--- config.mk ---
export PLATFORM = sky130hd
export DESIGN_NAME = sevenseg_scan_driver
export DESIGN_NICKNAME = d
export VERILOG_FILES = /design/src/rtl/sevenseg_pkg.sv /design/src/rtl/hex_to_sevenseg.sv /design/src/rtl/sevenseg_scan_driver.sv
export SDC_FILE = /design/constraint.sdc
export NUM_CORES = 1
export LEC_CHECK = 0
export ABC_AREA = 1
export CORE_MARGIN = 10
export CORE_UTILIZATION = 59
export CTS_BUF_LIST = sky130_fd_sc_hd__clkbuf_8
export DETAILED_ROUTE_END_ITERATION = 6
export DONT_BUFFER_PORTS = 1
export GPL_TIMING_DRIVEN = 0
export PLACE_DENSITY = 0.78
export SLEW_MARGIN = 20
export SYNTH_ARGS = -nofsm -noshare
export SYNTH_HDL_FRONTEND = slang
export SYNTH_SLANG_ARGS = --single-unit
--- constraint.sdc ---
create_clock -name clock -period 1.7 [get_ports clock]
set_input_delay 0.17 -clock clock [delete_from_list [all_inputs] [get_ports clock]]
set_output_delay 0.17 -clock clock [all_outputs]
set_load 0.005 [all_outputs]
--- src/rtl/sevenseg_pkg.sv ---
// Shared types, constants and the hex-to-segment decode table for the
// seven-segment scan driver. All segment values here are active-low,
// ordered {dp,g,f,e,d,c,b,a}.
package sevenseg_pkg;

    typedef logic [7:0] seg_t;

    // All segments dark, active-low.
    localparam seg_t SEG_OFF = 8'hFF;
    // Bit position of the decimal point inside a seg_t.
    localparam int DP_BIT = 7;

    // Hex nibble to active-low segment pattern; decimal point left dark.
    function automatic seg_t hex_to_seg(input logic [3:0] nibble);
        seg_t seg;
        case (nibble)
            4'h0:    seg = 8'hC0;
            4'h1:    seg = 8'hF9;
            4'h2:    seg = 8'hA4;
            4'h3:    seg = 8'hB0;
            4'h4:    seg = 8'h99;
            4'h5:    seg = 8'h92;
            4'h6:    seg = 8'h82;
            4'h7:    seg = 8'hF8;
            4'h8:    seg = 8'h80;
            4'h9:    seg = 8'h90;
            4'hA:    seg = 8'h88;
            4'hB:    seg = 8'h83;
            4'hC:    seg = 8'hC6;
            4'hD:    seg = 8'hA1;
            4'hE:    seg = 8'h86;
            default: seg = 8'h8E;
        endcase
        return seg;
    endfunction

endpackage

--- src/rtl/hex_to_sevenseg.sv ---
// Combinational hex nibble decoder producing an active-low segment pattern
// with the decimal point dark.
module hex_to_sevenseg
    import sevenseg_pkg::*;
(
    input  logic [3:0] nibble_i,
    output seg_t       seg_o
);

    assign seg_o = hex_to_seg(nibble_i);

endmodule

--- src/rtl/sevenseg_scan_driver.sv ---
// Time-multiplexed N-digit common-anode seven-segment driver. One digit is
// enabled per dwell period; digit data is shadowed once per frame so a frame
// never shows a mix of old and new values. Brightness is a live PWM gate
// derived from the top nibble of the dwell counter.
module sevenseg_scan_driver
    import sevenseg_pkg::*;
#(
    parameter int NUM_DIGITS    = 4,
    parameter int SCAN_DIV_BITS = 11,
    parameter bit ACTIVE_LOW    = 1'b1
) (
    input  logic                    clock,
    input  logic                    reset,
    input  logic [4*NUM_DIGITS-1:0] digits,
    input  logic [NUM_DIGITS-1:0]   dp_en,
    input  logic [NUM_DIGITS-1:0]   blank_en,
    input  logic                    lead_zero_blank,
    input  logic [3:0]              brightness,
    output logic [NUM_DIGITS-1:0]   display_sel,
    output logic [7:0]              display,
    output logic                    frame_done
);

    localparam int IDX_W = (NUM_DIGITS > 1) ? $clog2(NUM_DIGITS) : 1;
    localparam logic [IDX_W-1:0] LAST_IDX = IDX_W'(NUM_DIGITS - 1);

    // Idle values of the pins, in board polarity.
    localparam logic [NUM_DIGITS-1:0] SEL_IDLE  = ACTIVE_LOW ? '1 : '0;
    localparam seg_t                  DISP_IDLE = ACTIVE_LOW ? SEG_OFF : ~SEG_OFF;

    // ------------------------------------------------------------------
    // Scan position
    // ------------------------------------------------------------------
    logic [SCAN_DIV_BITS-1:0] cnt_q, cnt_d;
    logic [IDX_W-1:0]         idx_q, idx_d;
    logic                     dwell_wrap;
    logic                     frame_wrap;

    assign dwell_wrap = &cnt_q;
    assign frame_wrap = dwell_wrap && (idx_q == LAST_IDX);

    // Next scan position: counter always advances, index steps on dwell wrap
    // and returns to 0 explicitly after the last digit.
    always_comb begin
        cnt_d = cnt_q + SCAN_DIV_BITS'(1);
        idx_d = idx_q;
        if (dwell_wrap) begin
            if (idx_q == LAST_IDX) begin
                idx_d = '0;
            end else begin
                idx_d = idx_q + IDX_W'(1);
            end
        end
    end

    // Scan position registers.
    always_ff @(posedge clock) begin
        if (reset) begin
            cnt_q <= '0;
            idx_q <= '0;
        end else begin
            cnt_q <= cnt_d;
            idx_q <= idx_d;
        end
    end

    // ------------------------------------------------------------------
    // Frame shadow registers
    // ------------------------------------------------------------------
    logic [4*NUM_DIGITS-1:0] digits_q, digits_d;
    logic [NUM_DIGITS-1:0]   dp_q, dp_d;
    logic [NUM_DIGITS-1:0]   blank_q, blank_d;
    logic                    lzb_q, lzb_d;

    // Capture the display content only on the wrap to digit 0.
    always_comb begin
        digits_d = digits_q;
        dp_d     = dp_q;
        blank_d  = blank_q;
        lzb_d    = lzb_q;
        if (frame_wrap) begin
            digits_d = digits;
            dp_d     = dp_en;
            blank_d  = blank_en;
            lzb_d    = lead_zero_blank;
        end
    end

    // Shadow register storage.
    always_ff @(posedge clock) begin
        if (reset) begin
            digits_q <= '0;
            dp_q     <= '0;
            blank_q  <= '0;
            lzb_q    <= 1'b0;
        end else begin
            digits_q <= digits_d;
            dp_q     <= dp_d;
            blank_q  <= blank_d;
            lzb_q    <= lzb_d;
        end
    end

    // ------------------------------------------------------------------
    // Leading-zero suppression mask
    // ------------------------------------------------------------------
    logic [NUM_DIGITS-1:0] supp_mask;
    logic                  zero_run;

    // Walk from the most significant digit down; a digit is suppressed while
    // it and everything above it is zero. Digit 0 always stays visible.
    always_comb begin
        supp_mask = '0;
        zero_run  = lzb_q;
        for (int i = NUM_DIGITS - 1; i >= 1; i--) begin
            zero_run     = zero_run && (digits_q[4*i +: 4] == 4'h0);
            supp_mask[i] = zero_run;
        end
    end

    // ------------------------------------------------------------------
    // Current digit selection
    // ------------------------------------------------------------------
    logic [NUM_DIGITS-1:0] onehot;

    generate
        for (genvar gi = 0; gi < NUM_DIGITS; gi++) begin : g_onehot
            assign onehot[gi] = (idx_q == IDX_W'(gi));
        end
    endgenerate

    logic [3:0] cur_nibble;
    logic       cur_dp;
    logic       cur_blank;
    logic       cur_supp;

    // Mux the shadowed fields of the digit currently being scanned.
    always_comb begin
        cur_nibble = 4'h0;
        cur_dp     = 1'b0;
        cur_blank  = 1'b0;
        cur_supp   = 1'b0;
        for (int i = 0; i < NUM_DIGITS; i++) begin
            if (onehot[i]) begin
                cur_nibble = digits_q[4*i +: 4];
                cur_dp     = dp_q[i];
                cur_blank  = blank_q[i];
                cur_supp   = supp_mask[i];
            end
        end
    end

    seg_t dec_seg;

    hex_to_sevenseg u_decode (
        .nibble_i (cur_nibble),
        .seg_o    (dec_seg)
    );

    // ------------------------------------------------------------------
    // Brightness, lit decision and output formatting
    // ------------------------------------------------------------------
    logic pwm_on;
    logic lit;

    assign pwm_on = (brightness == 4'hF) ||
                    (cnt_q[SCAN_DIV_BITS-1 -: 4] < brightness);
    assign lit    = !cur_blank && !cur_supp && pwm_on;

    seg_t                  seg_al;
    logic [NUM_DIGITS-1:0] sel_ah;
    logic [NUM_DIGITS-1:0] sel_d;
    seg_t                  disp_d;

    // Build the next pin values: decoded pattern with optional dp, forced
    // dark when unlit; digit enables held off for the first two clocks of a
    // dwell so segment changes never ghost onto the next digit.
    always_comb begin
        seg_al = SEG_OFF;
        if (lit) begin
            seg_al = dec_seg;
            if (cur_dp) begin
                seg_al[DP_BIT] = 1'b0;
            end
        end
        sel_ah = onehot;
        if (cnt_q[SCAN_DIV_BITS-1:1] == '0) begin
            sel_ah = '0;
        end
        disp_d = ACTIVE_LOW ? seg_al : ~seg_al;
        sel_d  = ACTIVE_LOW ? ~sel_ah : sel_ah;
    end

    logic [NUM_DIGITS-1:0] sel_q;
    seg_t                  disp_q;

    // Registered pins, idle (everything dark) in reset.
    always_ff @(posedge clock) begin
        if (reset) begin
            sel_q  <= SEL_IDLE;
            disp_q <= DISP_IDLE;
        end else begin
            sel_q  <= sel_d;
            disp_q <= disp_d;
        end
    end

    assign display_sel = sel_q;
    assign display     = disp_q;
    assign frame_done  = frame_wrap;

endmodule
==> metrics.md <==
| Metric | Value |
|---|---|
| Depth of the worst register-to-register path | 12 |
| Power Dens Cells | 600 mW/mm² |
| Final worst-path cycle share | 105% |
| H-tree depth reported by CTS | 2 |
| Avg Cell Area, Syn | 7.68 µm² |
| Vias | 2470 |
| NumNets Final | 423 |
| Crit Path Max Fanout | 7 |
| Chip width | 87.1 µm |
| Post-synthesis compound-gate area fraction | 11.9% |
| Number of detailed-routing iterations run before antenna repair | 5 |
| Number of non-filler instances in the completed layout | 431 |
| Commonest cells after routing, fill and taps aside | nand2_1, dfxtp_1, nand3_1, a21oi_1, buf_4 |
| Highest clock frequency the design can meet | 559 MHz |
| Syn Std Cell Area | 0.00266 mm² |
| Violations in the final reports | negative hold slack, negative setup slack |
| Total Routed Length | 7.05 mm |
| Actual transition at the worst max-transition pin | 0.599 ns |
| Clock Skew | 0.00650 ns |
| Setup slack of the critical path after layout | -0.0882 ns |
| Fraction of synthesized cell area in xor and xnor cells | 0% |
| Register bit total from synthesis | 50 |
| Clk Latency, worst-skew pair | 0.30 ns |
| I/O pin cnt | 44 |
| Slew Limit Headroom | 60.1% |
| Worst endpoint data arrival time | 2.04 ns |
| Diodes inserted | 0 |
| DRC Markers | 0 |
| Number of library cell types mapped by synthesis | 30 |
| Launch point of the worst reg-to-reg path | idx_q[1] |
| Number of max-capacitance violations reported | 0 |
| Count of cells along the worst hold path | 2 |
| Row Count | 24 |
| Number of endpoints failing setup at the final stage | 8 |
| Share of the synthesized area in the top cell type | 37.7% |
| Post-synthesis share of cell area spent on full adders, half adders and majority gates | 6.59% |
| CORE AREA | 0.00435 mm² |
| Clock transition at path regs | 0.09 ns |
| Detailed router's first-iteration violation count | 234 |
| WHS Endpoint | blank_q[3] |
| Hold path startpoint | blank_en[3] |
| Commonest register cell after synthesis | dfxtp_1 |
| Simple-gate share of the synthesized area | 34.2% |
| Post-synthesis async set-or-reset flop share | 0% |
| Antenna violations before repair | 0 |
| Peak ir drop on the vdd network | 0.000402 V |
| Cell taking the most area after synthesis | dfxtp_1 |
| Biggest area contributors in the synthesized netlist | dfxtp_1, nand2_1, nand3_1, ha_1, a21oi_1 |
| GR Overflow Total | 0 |
| Routed WL per cell | 16.4 µm |
| Launching instance or port of the critical path | idx_q[1] |
| Endpoint class of the critical path | register |
| Final Hold Violating Endpoints | 1 |
| Vertical die dimension | 87.1 µm |
| Setup slack on the worst flop-to-flop path | -0.09 ns |
| Deepest clock path buffer count | 2 |
| RSZ-0062 raised after global routing | true |
| Root buffer selected by CTS | clkbuf_8 |
| # clock sinks | 50 |
| Pin count of the biggest net entering global routing | 16 |
| Number of nets with antenna violations after routing | 0 |
| Layout cell share with drive strength beyond 1 | 32.5% |
| Count of flip-flops with a built-in enable after synthesis | 0 |
| PortBufs | 0 |
| Dpl cells | 398 |
| Filler Cells Inserted | 267 |
| Leakage | 1.24 nW |
| Die footprint | 0.00759 mm² |
| Post-Route Hold Slack | -0.000437 ns |
| Required time reported for the critical path endpoint | 1.95 ns |
| Startpoint Class | register |
| Overall fraction of global-route tracks in use | 17.6% |
| RePlAce Congestion | 0.913 |
| Post-route minimum period | 1.79 ns |
| Clock buffer count from CTS | 5 |
| Number of global-route vias before repair | 2336 |
| Accumulated negative setup slack | -0.311 ns |
| Total of warnings raised by yosys | 0 |
| Number of vias per cell after detailed routing | 5.73 |
| CTS tree | done |
| Sequential cell area fraction in the yosys report | 37.7% |
| Main combinational cell family by area after synthesis | simple AND/OR/NAND/NOR gates |
| Min-Delay Path Class | in -> reg |
| Syn-to-layout area delta | 25.9% |
| Power, Total | 2.01 mW |
| Final max-slew violation count | 0 |
| Wire length of the first global-routing pass | 11.0 mm |
| CP Class | reg -> reg |
| Destination of the worst register-to-register timing path | display[5] |
| Post-Synthesis Cells | 346 |
| Most common cell after layout, fill and taps aside | nand2_1 |
| Status | finished, violations left |
| Detailed Place HPWL | 4.38 mm |
| Effective utilization at floorplan | 61.0% |
| Synthesized Nets | 391 |
| Multiplexer fraction of the synthesized cell area | 0% |
how the worst max path moves through the flow:
| stage | end | slack, ns | cells after the start |
|---|---|---|---|
| detailed placement | display[3] | -0.26 | 12 |
| CTS | display[3] | -0.04 | 12 |
| global placement | display[3] | -0.19 | 12 |
| global route | display[3] | -0.16 | 12 |
| finish | display[5] | -0.09 | 12 |
| floorplan | display[3] | 0.01 | 12 |
per-stage QoR:
step                      area [µm²]  utilization (%)  worst slack [ns]
after floorplan                 2700                -            0.0108
after global placement          2770             63.6            -0.191
after detailed placement        2770             63.6            -0.257
after CTS                       3130             71.9           -0.0448
after global routing            3340             76.8            -0.157
final                           3340             76.8           -0.0882
flip-flops by register name (all words and copies together), names as in the netlist:
register,cells
blank_q,4
cnt_q,11
digits_q,16
display,8
display_sel,4
dp_q,4
idx_q,2
lzb_q,1
worst max-delay path: stages, from the launching register on:
cell	delay, ns
dfxtp_4	0.39
inv_4	0.08
ha_4	0.19
inv_6	0.07
nand2_2	0.08
nand3_4	0.09
a21oi_4	0.19
buf_4	0.16
ha_4	0.15
nand3_4	0.08
nand2_1	0.11
nand2_1	0.06
nand3_1	0.08
power by group:
part | internal [mW] | total [mW] | switching (mW)
registers | 1.19 | 1.20 | 0.0122
clock network | 0.328 | 0.727 | 0.399
logic | 0.0329 | 0.0825 | 0.0497
metal layers:
layer | GRT usage, % | routed length (µm) | vias up
li1 | - | - | 1207
met1 | 23.1 | 3150 | 1146
met2 | 27.5 | 3270 | 101
met3 | 4.31 | 472 | 16
met4 | 5.94 | 164 | 0
met5 | 0 | 0 | -
cells in the mapped netlist (all sizes together) (4+ instances only):
library cell,instances
a21oi,43
buf,10
clkbuf,5
dfxtp,50
ha,14
inv,27
nand2,87
nand3,59
nor2,24
nor3,4
o21ai,9
cell type report:
| type | count | area (µm²) | area share (%) |
|---|---|---|---|
| clock buffers | 6 | 82.6 | 2.47 |
| plain buffers | 13 | 141 | 4.23 |
| well taps | 52 | 65.1 | 1.95 |
| inverters | 27 | 124 | 3.71 |
| flip-flops and latches | 50 | 1020 | 30.4 |
| clock inverters | 2 | 12.5 | 0.374 |
| multi-input cells | 254 | 1680 | 50.2 |
| repair buffers | 27 | 224 | 6.70 |
what timing repair did:
action,in CTS,in global routing
endpoints found under the setup margin,13,26
setup buffers,16,7
endpoints found under the hold margin,0,4
pin swaps,13,26
hold buffers,0,4
resized for setup,37,34
logic make-up after synthesis:
group	Yosys count
simple gates	186
fa+ha+maj	14
buf+inv	42
flops	50
compound gates	54
(Power assumes the default switching activity.)
